[src/rtl/mux_9to1.sv]
// Registered 9-to-1 word multiplexer.
// A 4-bit select code picks one of nine operands. The chosen word is
// registered with one cycle of latency. Codes 9..15 are out of range: they
// register FILL_VAL and raise sel_err instead of y_valid.
module mux_9to1 #(
  parameter int              DATA_W   = 16,
  parameter logic [DATA_W-1:0] FILL_VAL = '0
) (
  input  logic              clk,
  input  logic              rst,
  input  logic              en,
  input  logic [3:0]        sel,
  input  logic [DATA_W-1:0] a,
  input  logic [DATA_W-1:0] b,
  input  logic [DATA_W-1:0] c,
  input  logic [DATA_W-1:0] d,
  input  logic [DATA_W-1:0] e,
  input  logic [DATA_W-1:0] f,
  input  logic [DATA_W-1:0] g,
  input  logic [DATA_W-1:0] h,
  input  logic [DATA_W-1:0] i,
  output logic [DATA_W-1:0] y,
  output logic              y_valid,
  output logic              sel_err
);

  logic [DATA_W-1:0] y_next;
  logic              in_range;

  // Parallel decode of the select code; each code maps to exactly one source.
  always_comb begin
    y_next   = FILL_VAL;
    in_range = 1'b1;
    unique case (sel)
      4'd0:    y_next = a;
      4'd1:    y_next = b;
      4'd2:    y_next = c;
      4'd3:    y_next = d;
      4'd4:    y_next = e;
      4'd5:    y_next = f;
      4'd6:    y_next = g;
      4'd7:    y_next = h;
      4'd8:    y_next = i;
      default: begin
        y_next   = FILL_VAL;
        in_range = 1'b0;
      end
    endcase
  end

  // Output register: reset wins over enable; with en low everything holds.
  always_ff @(posedge clk) begin
    if (rst) begin
      y       <= '0;
      y_valid <= 1'b0;
      sel_err <= 1'b0;
    end else if (en) begin
      y       <= y_next;
      y_valid <= in_range;
      sel_err <= ~in_range;
    end
  end

endmodule

[config.mk]
export PLATFORM = sky130hd
export DESIGN_NAME = mux_9to1
export DESIGN_NICKNAME = d
export VERILOG_FILES = /design/src/rtl/mux_9to1.sv
export SDC_FILE = /design/constraint.sdc
export NUM_CORES = 1
export LEC_CHECK = 0
export CORE_MARGIN = 3
export CORE_UTILIZATION = 33
export CTS_CLUSTER_SIZE = 8
export DETAILED_ROUTE_END_ITERATION = 8
export PLACE_DENSITY = 0.88
export SLEW_MARGIN = 20
export SYNTH_ARGS = -nofsm -noshare
export SYNTH_HDL_FRONTEND = slang
export SYNTH_SLANG_ARGS = --single-unit
[constraint.sdc]
create_clock -name clk -period 3.2 [get_ports clk]
set_input_delay 0.64 -clock clk [delete_from_list [all_inputs] [get_ports clk]]
set_output_delay 0.64 -clock clk [all_outputs]
set_load 0.03 [all_outputs]
==> results.sh, run 1 <==
export IMPL_final_util_pct=70.5
export IMPL_synth_top_family_by_area="compound AO/OA/AOI/OAI gates"
export IMPL_ys_ff_latch=18
export IMPL_period_share_pct=78.4
export IMPL_power_density_nw_per_um2=233
export IMPL_first_global_vias=2381
export IMPL_worst_setup_path_type="in -> reg"
export IMPL_gp_congestion=0.978
export IMPL_area_delta_synth_final_pct=98.9
export IMPL_syn_nets=364
export IMPL_worstMarginPinSlew_ns=0.810
export IMPL_clk_latency_ns=0.25
export IMPL_n_antenna_cell=0
export IMPL_drive_above_1_share_pct=5.93
export IMPL_drt_first_pass_iters=7
export IMPL_gr_total_overflow=0
export IMPL_ir_drop_v=0.000138
export IMPL_start_util_pct=35.5
export IMPL_io_pins=169
export IMPL_final_cell_mix="clkdlybuf4s50_1 (168), a22oi_1 (30), nand2_1 (19), dfxtp_1 (18), nor3_1 (16)"
export IMPL_synthCells=213
export IMPL_arrival_ns=2.69
export IMPL_drc=0
export IMPL_slew_violations=0
export IMPL_dp_hpwl_um=6960
export IMPL_synth_edf_count=0
export IMPL_ys_flop_type="dfxtp_1"
export IMPL_synthAdderAreaFrac_pct=0
export IMPL_synth_area_top_cells="dfxtp_1 (21%), a22oi_1 (13%), mux2i_1 (8.6%), o22ai_1 (5.4%), nor3_1 (4.6%)"
export IMPL_synth_top_cell_area_share_pct=20.7
export IMPL_cts_max_level=1
export IMPL_yosys_cell_types_count=36
export IMPL_synth_compound_area_share_pct=43.0
export IMPL_grt_max_degree=19
export IMPL_syn_area_um2=1740
export IMPL_cp_required_ns=3.38
export IMPL_crit_path_start_kind="input port"
export IMPL_synth_area_mux_share_pct=8.62
export IMPL_dieWidth_um=78.7
export IMPL_io_buffers=168
export IMPL_cts_buffers_inserted=3
export IMPL_antenna_found_initial=0
export IMPL_cts_tree="built"
export IMPL_relSlewSlack_pct=45.8
export IMPL_post_route_min_period_ns=2.51
export IMPL_num_rows=25
export IMPL_vias_per_cell=5.48
export IMPL_placed_area_um2=3410
export IMPL_initialDrtViolationCount=238
export IMPL_clk_transition_reported_paths_ns=0.07
export IMPL_ant_nets=0
export IMPL_synth_top_cell_by_area="dfxtp_1"
export IMPL_grt_usage_pct=25.3
export IMPL_synth_seq_area_share_pct=20.7
export IMPL_clock_sinks=18
export IMPL_status="finished, final reports clean"
export IMPL_p_leak_nw=1.22
export IMPL_wl_per_cell_um=18.6
export IMPL_fin_area_um2=3460
export IMPL_timing_fmax_ghz=0.399
export IMPL_setup_violations=0
export IMPL_cts_root_buf="clkbuf_8"
export IMPL_fin_tns_setup_ns=0
export IMPL_crit_path_end_kind="flip-flop"
export IMPL_post_cts_buffers=0
export IMPL_clk_path_buf_depth=2
export IMPL_hold_path_class="reg -> reg"
export IMPL_die_h_um=78.7
export IMPL_cts_hold_buffers_added=0
export IMPL_synth_xor_area_share_pct=0
export IMPL_rsz0062_at_grt="false"
export IMPL_synthArstFlopShare_pct=0
export IMPL_grt_pass1_wl_um=12300
export IMPL_avgSynthCellArea_um2=8.18
export IMPL_yosys_warnings=0
export IMPL_drt_wl_total_um=8170
export IMPL_final_hold_violation_count=0
export IMPL_final_common_cell="clkdlybuf4s50_1"
export IMPL_nets=523
export IMPL_synthSimpleGateAreaFrac_pct=18.2
export IMPL_vias=2402
export IMPL_clock_skew_ns=0
export IMPL_critPathMaxFanout=18
export IMPL_core_um2=4910
export IMPL_max_cap_violations=0
export IMPL_ctsResizeCount=0
export IMPL_dieArea_um2=6190
[cell usage after synthesis (2+ instances only)]
master      n
a22oi_1    30
nand2_1    19
dfxtp_1    18
nor3_1     16
mux2i_1    15
o22ai_1    15
o21ai_1    14
buf_2       9
a22o_1      8
o2bb2ai_1   8
a221o_1     7
buf_6       7
a211oi_1    6
nand2b_1    4
buf_4       3
nor2_1      3
or2_1       3
a211oi_2    2
a31oi_1     2
clkbuf_1    2
inv_1       2
nand3b_1    2
nor2b_1     2
nor3b_1     2
o21ai_2     2
o31ai_1     2
[worst paths after layout]
path | startpoint | endpoint | slack (ns) | cells after the start
hold reg to reg | y[3] | y[3] | 0.45 | 2
setup / recovery | sel[2] | y[10] | 0.69 | 7
setup reg to reg | sel_err | sel_err | 2.60 | 2
hold / removal | y[3] | y[3] | 0.45 | 2
[flip-flops by register name, summed over array words and instances, names as in the netlist]
register and cells:
y_valid 1, y 16, sel_err 1
[power breakdown]
group          internal, W  total (W)  switching (W)
registers         0.000233   0.000238     0.00000484
logic             0.000236   0.000380       0.000144
clock network     0.000109   0.000191      0.0000814
total             0.000579   0.000809       0.000230
[metal layers]
metal / vias to the layer above / share of wire, % / track usage (%)
met4: 0 / 2.1 / 6.64
met3: 19 / 7.8 / 5.05
met5: - / 0 / 0
met1: 1091 / 40 / 31.9
li1: 1161 / - / -
met2: 131 / 50 / 43.6
[critical path: stages]
cell	delay, ns
clkdlybuf4s50_1	0.44
buf_4	0.21
or2_1	0.37
nor3_4	0.49
a221o_1	0.30
a211oi_1	0.07
o21ai_1	0.17
[kinds of logic after synthesis]
family | count (synthesis)
AO/OA/AOI/OAI | 100
buffers and inverters | 24
flip-flops | 18
multiplexers | 15
AND/OR/NAND/NOR | 56
[final cells by class]
class | count | area (um2)
Timing Repair Buffer | 176 | 1740
Fill cell | 401 | 1450
Multi-Input combinational cell | 171 | 1220
Sequential cell | 18 | 360
Tap cell | 67 | 83.8
Clock buffer | 4 | 55.1
Inverter | 2 | 7.51
[metrics by stage]
step	setup WS (ns)	hold WS (ns)	std cells	power [W]
final	0.691	0.453	438	0.000809
after global routing	0.533	0.473	438	0.000842
after CTS	0.733	0.457	438	0.000807
after detailed placement	0.517	0.447	434	0.000620
after global placement	0.565	0.438	434	0.000615
after floorplan	1.32	0.573	213	0.000388
Note: power is estimated with default switching activity, not from simulation.
==> inputs of run 2 (changes only) <==
--- a/config.mk
+++ b/config.mk
@@ -6,10 +6,10 @@
 export NUM_CORES = 1
 export LEC_CHECK = 0
 export CORE_MARGIN = 3
-export CORE_UTILIZATION = 33
+export CORE_UTILIZATION = 27
 export CTS_CLUSTER_SIZE = 8
 export DETAILED_ROUTE_END_ITERATION = 8
-export PLACE_DENSITY = 0.88
+export PLACE_DENSITY = 0.77
 export SLEW_MARGIN = 20
 export SYNTH_ARGS = -nofsm -noshare
 export SYNTH_HDL_FRONTEND = slang
==> constraint.sdc (replaced) <==
create_clock -name clk -period 2.05 [get_ports clk]
set_input_delay 0.41 -clock clk [delete_from_list [all_inputs] [get_ports clk]]
set_output_delay 0.41 -clock clk [all_outputs]
set_load 0.03 [all_outputs]
==> run 2 against run 1 <==
  * Die area increased by 20%
  * Non-clock buffer count increased by 26
  * Highest routed layer unchanged
  * Critical endpoint is now y[4]
  * The flow now finishes with violations (setup timing)
  * Routed wire length increased by 0.50%
==> results.sh, run 2 (synthesis gave the netlist of run 1 again) <==
export IMPL_cts_root_buf="clkbuf_8"
export IMPL_status="complete, but fails checks"
export IMPL_gp_congestion=0.875
export IMPL_drt_wl_total_um=8210
export IMPL_largest_reg_flops=16
export IMPL_arrival_ns=2.19
export IMPL_violations="setup timing"
export IMPL_fill_cells=550
export IMPL_area_delta_synth_final_pct=115
export IMPL_antenna_found_initial=0
export IMPL_clock_sinks=18
export IMPL_nets=549
export IMPL_worst_path_buf_inv=3
export IMPL_final_cell_mix="clkdlybuf4s50_1 (168), buf_4 (31), a22oi_1 (30), nand2_1 (19), dfxtp_1 (18)"
export IMPL_vias=2462
export IMPL_io_pins=169
export IMPL_gr_total_overflow=0
export IMPL_wl_per_cell_um=17.4
export IMPL_initialDrtViolationCount=124
export IMPL_vias_per_cell=5.22
export IMPL_crit_path_start_kind="input port"
export IMPL_grt_pass1_wl_um=12700
export IMPL_critical_path_slowest_cell="clkdlybuf4s50_1"
export IMPL_fin_ws_ns=-0.000796
export IMPL_cts_buffers_inserted=3
export IMPL_timing_fmax_ghz=0.488
export IMPL_clock_skew_ns=0
export IMPL_clk_transition_reported_paths_ns=0.07
export IMPL_worst_setup_path_type="in -> reg"
export IMPL_max_cap_violations=0
export IMPL_crit_path_end_kind="flip-flop"
export IMPL_critPathMaxFanout=15
export IMPL_worstMarginPinSlew_ns=0.920
export IMPL_dieWidth_um=86.3
export IMPL_slew_violations=0
export IMPL_post_route_min_period_ns=2.05
export IMPL_grt_max_degree=16
export IMPL_dieArea_um2=7450
export IMPL_cpPeakStageDelay_ns=0.54
export IMPL_final_cells=472
export IMPL_core_um2=6100
export IMPL_cts_max_level=1
export IMPL_placed_cells=467
export IMPL_start_util_pct=28.6
export IMPL_io_buffers=168
export IMPL_total_power_w=0.00130
export IMPL_top_register="y"
export IMPL_drc=0
export IMPL_final_common_cell="clkdlybuf4s50_1"
export IMPL_drive_above_1_share_pct=14.1
export IMPL_crit_family="buffers and inverters"
export IMPL_dp_hpwl_um=7190
export IMPL_cp_required_ns=2.19
export IMPL_cts_tree="built"
export IMPL_top_regs="y x16, sel_err x1, y_valid x1"
export IMPL_num_rows=28
export IMPL_final_hold_violation_count=0
export IMPL_grt_usage_pct=21.4
export IMPL_drt_first_pass_iters=4
export IMPL_ir_drop_v=0.000271
export IMPL_hold_path_class="reg -> reg"
export IMPL_setup_violations=1
export IMPL_power_density_nw_per_um2=347
export IMPL_period_share_pct=100
export IMPL_preCtsSetupSlack_ns=-0.237
export IMPL_p_leak_nw=1.37
export IMPL_clk_latency_ns=0.25
export IMPL_n_antenna_cell=0
export IMPL_first_global_vias=2547
export IMPL_clk_path_buf_depth=2
export IMPL_crit_chain="clkdlybuf4s50_1 -> buf_4 -> or2_1 -> nor3_4 -> buf_12 -> a221o_1 -> a211oi_1 -> o21ai_1"
export IMPL_ant_nets=0
export IMPL_die_h_um=86.3
export IMPL_relSlewSlack_pct=38.5
## run 2: cell count changes in the layout (fill, tap and decap cells not counted), sizes merged
cell	change
buf	+26
## run 2: cell type report
class / instances / area, um2 / area share (%)
clock buffers: 4 / 55.1 / 1.47
inverters: 2 / 7.51 / 0.201
multi-input cells: 171 / 1250 / 33.5
flip-flops and latches: 18 / 360 / 9.64
well taps: 75 / 93.8 / 2.51
repair buffers: 202 / 1970 / 52.7
## run 2: worst paths after layout
kind,depth (start not counted),endpoint,slack [ns],from
min reg2reg,2,y[5],0.45,y[5]
max reg2reg,2,y[2],1.47,y[2]
min,2,y[5],0.45,y[5]
max,8,y[4],-0.0008,sel[2]
## run 2: metal layers
| metal | global-route usage, % | wire, um | up-vias |
|---|---|---|---|
| met5 | 0 | 0 | - |
| met4 | 5.38 | 153 | 0 |
| met3 | 3.99 | 646 | 14 |
| met2 | 36.4 | 4050 | 118 |
| met1 | 28.0 | 3360 | 1105 |
| li1 | - | - | 1225 |
## run 2: timing repair
item / in CTS / in global routing
buffers inserted: 0 / 1
endpoints found under the setup margin: 0 / 15
resized for setup: 0 / 11
hold buffers: 0 / 0
## run 2: worst reg2reg max path, stage by stage, from the launching register on
cell,delay [ns]
dfxtp_1,0.34
nand2b_1,0.07
a21oi_2,0.11
## run 2: through the flow
| stage | utilization [%] | hold slack [ns] | cell area, um2 | TNS (ns) |
|---|---|---|---|---|
| 2_1_floorplan | - | 0.472 | 1740 | 0 |
| 3_3_place_gp | 59.4 | 0.438 | 3620 | -3.31 |
| 3_5_place_dp | 59.4 | 0.444 | 3620 | -3.32 |
| 4_1_cts | 60.3 | 0.453 | 3670 | 0 |
| 5_1_grt | 61.3 | 0.470 | 3740 | -0.0150 |
| 6_report | 61.3 | 0.449 | 3740 | -0.000796 |
## run 2: where the power goes
part | internal, W | switching, W | total, W
Clock | 0.000171 | 0.000114 | 0.000284
Combinational | 0.000407 | 0.000234 | 0.000640
Sequential | 0.000364 | 0.00000767 | 0.000372
Total | 0.000942 | 0.000355 | 0.00130
